**config.mk**
```make
export PLATFORM = sky130hd
export DESIGN_NAME = updown_mod_counter
export DESIGN_NICKNAME = d
export VERILOG_FILES = /design/src/rtl/updown_mod_counter.sv
export SDC_FILE = /design/constraint.sdc
export NUM_CORES = 1
export LEC_CHECK = 0
export CORE_ASPECT_RATIO = 1.5
export CORE_UTILIZATION = 40
export CTS_BUF_LIST = sky130_fd_sc_hd__clkbuf_8
export DETAILED_ROUTE_END_ITERATION = 10
export PLACE_DENSITY = 0.64
export SETUP_SLACK_MARGIN = 0.3
export SYNTH_ARGS = -nofsm -noshare
export SYNTH_HDL_FRONTEND = slang
export SYNTH_SLANG_ARGS = --single-unit
```
**constraint.sdc**
```tcl
create_clock -name clk -period 4.1 [get_ports clk]
set_input_delay 0.41 -clock clk [delete_from_list [all_inputs] [get_ports clk]]
set_output_delay 0.41 -clock clk [all_outputs]
set_load 0.02 [all_outputs]
```
**src/rtl/updown_mod_counter.sv**
```systemverilog
// Up/down modulo counter with a runtime terminal value, an enable-gated
// prescaler, a synchronous load and a one-cycle wrap pulse.
// Optional feature: define UPDOWN_MOD_COUNTER_WRAPCNT_EN to add a
// saturating wrap-event counter output (wrap_cnt).
module updown_mod_counter #(
    parameter int unsigned WIDTH    = 8,
    parameter int unsigned PRESCALE = 1,
    parameter int unsigned WRAP_W   = 8
) (
    input  logic              clk,
    input  logic              rst,
    input  logic              en,
    input  logic              up,
    input  logic              load,
    input  logic [WIDTH-1:0]  load_val,
    input  logic [WIDTH-1:0]  max_val,
    output logic [WIDTH-1:0]  count,
`ifdef UPDOWN_MOD_COUNTER_WRAPCNT_EN
    output logic [WRAP_W-1:0] wrap_cnt,
`endif
    output logic              tc
);

    localparam int unsigned PRE_W = (PRESCALE > 1) ? $clog2(PRESCALE) : 1;
    localparam logic [PRE_W-1:0] PRE_LAST = PRE_W'(PRESCALE - 1);

    logic [WIDTH-1:0] r_count;
    logic [PRE_W-1:0] r_pre;
    logic             r_tc;

    logic             w_step;
    logic [WIDTH-1:0] w_next_count;
    logic             w_wrap;
    logic [WIDTH-1:0] w_load_count;

    // Step fires on the last enabled clock of each prescale period
    assign w_step = en && (r_pre == PRE_LAST);

    // Load value clamped to the current terminal value
    assign w_load_count = (load_val > max_val) ? max_val : load_val;

    // Next count and wrap flag for a step in the current direction
    always_comb begin
        w_next_count = r_count;
        w_wrap       = 1'b0;
        if (up) begin
            if (r_count >= max_val) begin
                w_next_count = '0;
                w_wrap       = 1'b1;
            end else begin
                w_next_count = r_count + WIDTH'(1);
            end
        end else begin
            if (r_count > max_val) begin
                // Out-of-range value is pulled back to the top without a wrap
                w_next_count = max_val;
            end else if (r_count == '0) begin
                w_next_count = max_val;
                w_wrap       = 1'b1;
            end else begin
                w_next_count = r_count - WIDTH'(1);
            end
        end
    end

    // Counter, prescaler and wrap pulse registers; rst > load > step > hold
    always_ff @(posedge clk) begin
        if (rst) begin
            r_count <= '0;
            r_pre   <= '0;
            r_tc    <= 1'b0;
        end else if (load) begin
            r_count <= w_load_count;
            r_pre   <= '0;
            r_tc    <= 1'b0;
        end else if (en) begin
            if (w_step) begin
                r_pre   <= '0;
                r_count <= w_next_count;
                r_tc    <= w_wrap;
            end else begin
                r_pre   <= r_pre + PRE_W'(1);
                r_tc    <= 1'b0;
            end
        end else begin
            r_tc <= 1'b0;
        end
    end

    assign count = r_count;
    assign tc    = r_tc;

`ifdef UPDOWN_MOD_COUNTER_WRAPCNT_EN
    logic [WRAP_W-1:0] r_wrap_cnt;

    // Saturating count of wraps since the last reset or load
    always_ff @(posedge clk) begin
        if (rst || load) begin
            r_wrap_cnt <= '0;
        end else if (w_step && w_wrap && (r_wrap_cnt != '1)) begin
            r_wrap_cnt <= r_wrap_cnt + WRAP_W'(1);
        end
    end

    assign wrap_cnt = r_wrap_cnt;
`endif

endmodule

```
==> results of run 1 <==
-- state kept, by name, indices dropped and copies added, names as in the netlist --
register,count
count,8
r_pre,1
tc,1
-- power by group --
group,internal (uW),switching [uW]
Sequential,106,27.0
Clock,84.7,42.0
Combinational,111,126
Total,302,195
-- worst min-delay path by stage --
stage | start | endpoint | slack, ns | depth (start not counted)
global route | r_pre | r_pre | 0.50 | 1
CTS | r_pre | r_pre | 0.48 | 1
finish | r_pre | r_pre | 0.47 | 1
detailed placement | r_pre | r_pre | 0.47 | 1
floorplan | r_pre | r_pre | 0.45 | 1
global placement | r_pre | r_pre | 0.46 | 1
-- cell type report --
class,count,share of cell area
sequential,10,0.1112
clock buffer,4,0.03058
multi-input combinational,145,0.6407
timing repair buffer,29,0.1612
inverter,13,0.02710
tap,42,0.02919
-- cells in the final DEF (no fill, tap or decap), drive strengths merged, types with 4 or more instances in the layout --
master          n
a2111oi         6
a21oi           9
a311oi          6
clkbuf          4
clkdlybuf4s50  29
dfxtp          10
ha             19
inv            12
mux2i           8
nand2          13
nand4           5
nor2           13
nor3            5
nor4            6
xnor2           7
-- critical path, stage by stage --
cell and delay, ns:
clkdlybuf4s50_1 0.57, inv_1 0.09, ha_1 0.33, nand4_1 0.14
nor2_1 0.11, a211oi_1 0.87, or2_4 0.29, a311oi_1 0.15
a2111oi_2 0.30
-- layer usage --
layer	vias up	global-route usage	wire (microns)	part of all wire
met5	-	0	0	0
met4	0	0.08333	108	0.026
met3	11	0.01796	156	0.038
met2	61	0.4342	2122	0.51
met1	699	0.2569	1744	0.42
li1	729	-	-	-
-- cell families after synthesis --
logic type | count (synthesis) | share of synthesized area
AOI/OAI and AO/OA | 47 | 0.2796
xor gates and xnor gates | 10 | 0.06061
adders and majority gates | 19 | 0.1645
buffers and inverters | 22 | 0.06319
DFF | 10 | 0.1385
muxes | 8 | 0.05541
and+or+nand+nor | 61 | 0.2381
-- per-stage QoR --
step	total power, uW	utilization
finish	496.2	0.5271
global route	525.4	0.5271
CTS	495.0	0.5271
detailed placement	366.1	0.5110
global placement	363.3	0.5110
floorplan	290.7	-
==> results.md, run 1 <==
* Netlist cell types at 46
* Seq/Total Area, Yosys at 0.1385
* Post-CTS Setup Bufs at 0
* CP Data Arrival Time at about 3.3 ns
* CTS hold repair buffers at 0
* Antenna-violating nets left at 0
* Pwr Density at around 280 nW/um^2
* Core ar. at ~3400 sq um
* Fmax at approximately 320 MHz
* I/O Buffers at 29
* Global-route wire length before repair at roughly 6600 microns
* Primary FF master, synth: dfxtp_1
* P_leak at 0.0007037 uW
* Slew margin rel. at 0.2649
* Tcrit/Tclk final at 0.7615
* MaxCap Viol Count at 0
* R2R Path Start: count[6]
* Reg2Reg Setup Slack at 1.16 ns
* Tmin final at between 3 and 4 ns
* Die ar. at 3862 sq um
* Status: complete, no violations
* Hold_ws at roughly 0.47 ns
* Layout cells sized above 1 at 0.08955
* Die Height at 75.62 microns
* Syn Area/Cell at a little over 8 sq um
* Post-synthesis cell area at ~1400 sq um
* Slew Limit Fails at 0
* Placed cell count at between 200 and 250
* Worst slew pin tran at ~1.1 ns
* Most common cell in the netlist: ha_1
* Hold Fails Final Rpt at 0
* Final TNS setup at 0 ns
* Multi-input gate area at 1154 sq um
* Vias/cell at between 6 and 7
* Die Wd at between 50 and 60 microns
* Origin of the worst setup path: max_val[7]
* Io pins at 30
* Worst hold path type: reg -> reg
* Ranking of synthesized cells by area: ha_1 (16%), dfxtp_1 (14%), a2111oi_2 (6.2%)
* # DRC at 0
* RSZ-0062 raised after global routing: no
* Syn nets at roughly 220
* GRT Total Usage at 0.2266
* # rows at 26
* Synth area leader: ha_1
* Overflow after GRT at 0
* Diodes inserted at 0
* CTS resizes at 0
* Area growth syn-to-layout at 24.59%
* Fillers at 361
* Top-area cell type share of the netlist area at 0.1645
* Setup WS pre-CTS at ~0.79 ns
* Clock skew at 0.001224 ns
* Routed WL at 4131 microns
* Syn Inst Count at between 150 and 200
* Num CTS Buffers at 3
* Number of antenna violations at the first check in global routing at 0
* Design area at between 1500 and 2000 sq um
* Average wire per standard cell at between 15 and 20 microns
* Post-synth EDFFs at 0
* Worst setup path endpoint: count[2]
* Reg2reg end: count[2]
* Vias in the first global route at 1405
* Largest net degree at the start of global routing at 12
* Clock root cell: clkbuf_8
* Reg2reg path depth at 7
* Drt first pass iters at 4
* Req. time, crit path at about 4.2 ns
* FFs w/ async S/R, synth at 0
* Vias at 1500
* Global placer's final weighted congestion at approximately 0.93
* HPWL Detailed at ~3300 microns
* Final setup viols at 0
* DRC marker count from the first detailed-route iteration at 52
* CP endpoint kind: register
* Clock-pin slew on the worst setup and hold paths at ~0.050 ns
* DP Area at between 1500 and 2000 sq um
* Synth Register Bits at 10
* WS Path Type: in -> reg
* Maximum fanout along the worst path at 11
* Final setup margin at between 0.9 and 1 ns
* Worst-skew pair later-pin latency at 0.24 ns
* Max Buffers Root-to-Sink at 2
* TritonCTS clock tree: done
* Layout Cells excl Fill at around 240
* Ys Warns at 0
* Initial Util at 0.4231
* Sink Count at 10
* Final nets at approximately 240
* Register Area at 200.2 sq um
* Synth cell count leaders: ha_1 (19), nand2_1 (13), nor2_1 (13)
* Peak VDD IR at around 0.12 mV
* H-tree depth at 1
* Worst setup SP type: input port
Power figures use the tool's default switching activity.
==> run 2: changes to the inputs <==
PLACE_DENSITY = 0.66   (was 0.64)
clock period = 2.6 ns   (was 4.1 ns; I/O delays follow)
==> run 2 against run 1 <==
  * Hold slack gained 0.010 ns
  * First-iteration DRC count grew 88%
  * Sequential cell count is the same
  * Clock skew grew 0.0012 ns
  * Critical path depth grew 1
  * Sequential share of layout area shrank 2.7 points
  * Count of clock-buffer cells in the layout is the same
  * Highest routed layer unchanged
==> results.md, run 2 (synthesis results as in run 1) <==
* Status: complete, no violations
* # DRC at 0
* H-tree depth at 1
* Hold Fails Final Rpt at 0
* Slew Limit Fails at 0
* HPWL Detailed at approximately 3600 microns
* Hold depth at 1
* Reg2Reg Setup Slack at 0.42 ns
* Multi-input gate area at 1394 sq um
* TritonCTS clock tree: done
* MaxCap Viol Count at 0
* Worst-skew pair later-pin latency at approximately 0.24 ns
* Layout cells sized above 1 at 0.3950
* Tmin final at about 2.2 ns
* Diodes inserted at 0
* Worst slew pin tran at about 0.89 ns
* CP endpoint kind: register
* DP Area at between 1500 and 2000 sq um
* Worst setup SP type: input port
* Tcrit/Tclk final at 0.8406
* Die Wd at slightly above 50 microns
* Slew margin rel. at 0.4015
* CP Data Arrival Time at 2.34 ns
* Largest register FFs at 8
* Die ar. at a little under 4000 sq um
* P_leak at 0.0009692 uW
* Commonest cells after routing, fill and taps aside: buf_4 (33), clkdlybuf4s50_1 (22), ha_1 (13), nand2_1 (12), nor2_1 (11)
* R2R Path Start: count[2]
* Final setup margin at around 0.41 ns
* Average wire per standard cell at approximately 19 microns
* Peak VDD IR at about 0.26 mV
* Core ar. at around 3400 sq um
* Final nets at ~280
* # rows at 26
* Routed WL at roughly 5300 microns
* NetSw at approximately 380 uW
* Most common cell after layout, fill and taps aside: buf_4
* Worst hold path type: reg -> reg
* Number of antenna violations at the first check in global routing at 0
* Clk pwr share at 0.214
* Design area at 2384 sq um
* Register Area at 201.4 sq um
* Vias/cell at 6.068
* Die Height at roughly 76 microns
* Fmax at approximately 460 MHz
* DRC marker count from the first detailed-route iteration at roughly 100
* Combinational cell fraction of total power at 0.596
* Final setup viols at 0
* Io pins at 30
* Part of the power in registers at 0.190
* Hold EP: r_pre
* Reg2reg path depth at 7
* Overflow after GRT at 0
* Maximum fanout along the worst path at 6
* Setup WS pre-CTS at -0.3947 ns
* Num CTS Buffers at 3
* Req. time, crit path at around 2.8 ns
* Reg2reg end: count[6]
* Int Power at around 570 uW
* GRT Total Usage at 0.2537
* Clock root cell: clkbuf_8
* RSZ-0062 raised after global routing: no
* CTS hold repair buffers at 0
* Global-route wire length before repair at approximately 7400 microns
* Sink Count at 10
* Vias at between 1500 and 2000
* Area growth syn-to-layout at 64.94%
* Largest net degree at the start of global routing at 12
* Max Buffers Root-to-Sink at 2
* Antenna-violating nets left at 0
* I/O Buffers at 29
* Clock-pin slew on the worst setup and hold paths at ~0.050 ns
* Clock skew at approximately 0.0024 ns
* WS Path Type: in -> reg
* Fillers at 263
* Pwr Density at 398.1 nW/um^2
* Drt first pass iters at 4
* Hold_sp: r_pre
* Vias in the first global route at ~1700
* Sw frac at 0.4017
* Initial Util at 0.4231
* Global placer's final weighted congestion at roughly 1
## run 2: cell types whose count changed in the layout (fill, tap and decap cells not counted), sizes merged
cell           change
buf               +36
clkbuf             +1
dlymetal6s2s       +7
clkdlybuf4s50      -7
## run 2: what timing repair did
item / 4_1_cts / 5_1_grt
pin swaps: 16 / 14
cloned: 0 / 1
setup buffers: 8 / 2
endpoints found under the setup margin: 9 / 8
gates resized for setup: 24 / 30
## run 2: area by class of cell
cell class              instances  area share
repair buffers                 66      0.2651
multi-input cells             145      0.5848
inverters                      13     0.02047
flip-flops and latches         10     0.08451
well taps                      42     0.02205
clock buffers                   4     0.02310
## run 2: worst max-delay path by stage
stage                     startpoint        to
after floorplan             count[1]  count[0]
after global placement    max_val[1]  count[0]
after detailed placement  max_val[1]  count[2]
after CTS                 max_val[7]  count[6]
after global routing      max_val[0]  count[6]
final                     max_val[0]  count[4]
## run 2: per-stage QoR
stage / setup TNS [ns] / cells / utilization / power [uW] / hold slack [ns]
6_report: 0 / 280 / 0.6978 / 948.9 / 0.4818
5_1_grt: 0 / 280 / 0.6978 / 993.6 / 0.4846
4_1_cts: 0 / 277 / 0.6451 / 893.7 / 0.4797
3_5_place_dp: -3.056 / 265 / 0.5685 / 627.5 / 0.4725
3_3_place_gp: -2.401 / 265 / 0.5685 / 619.8 / 0.4627
2_1_floorplan: 0 / 177 / - / 458.9 / 0.3367
## run 2: worst max-delay path, stage by stage
cell and delay (ns):
clkdlybuf4s50_1 0.48, ha_1 0.23, nand4_1 0.16, nor2_2 0.06, buf_4 0.14, a211oi_4 0.32, buf_12 0.17, or2_4 0.15
o211ai_1 0.11, a221oi_2 0.27
## run 2: layer usage
| metal | vias to the layer above | part of all wire | track usage |
|---|---|---|---|
| met1 | 820 | 0.39 | 0.2683 |
| met3 | 14 | 0.030 | 0.01397 |
| met5 | - | 0 | 0 |
| met4 | 0 | 0.023 | 0.1358 |
| met2 | 63 | 0.56 | 0.4942 |
| li1 | 802 | - | - |
## run 2: power groups by stage
stage / Combinational [uW] / Clock, uW / Sequential (uW)
final: 565 / 203 / 180
after global routing: 603 / 209 / 181
after CTS: 510 / 207 / 176
after detailed placement: 449 / 0 / 178
after global placement: 442 / 0 / 178
after floorplan: 253 / 0 / 205
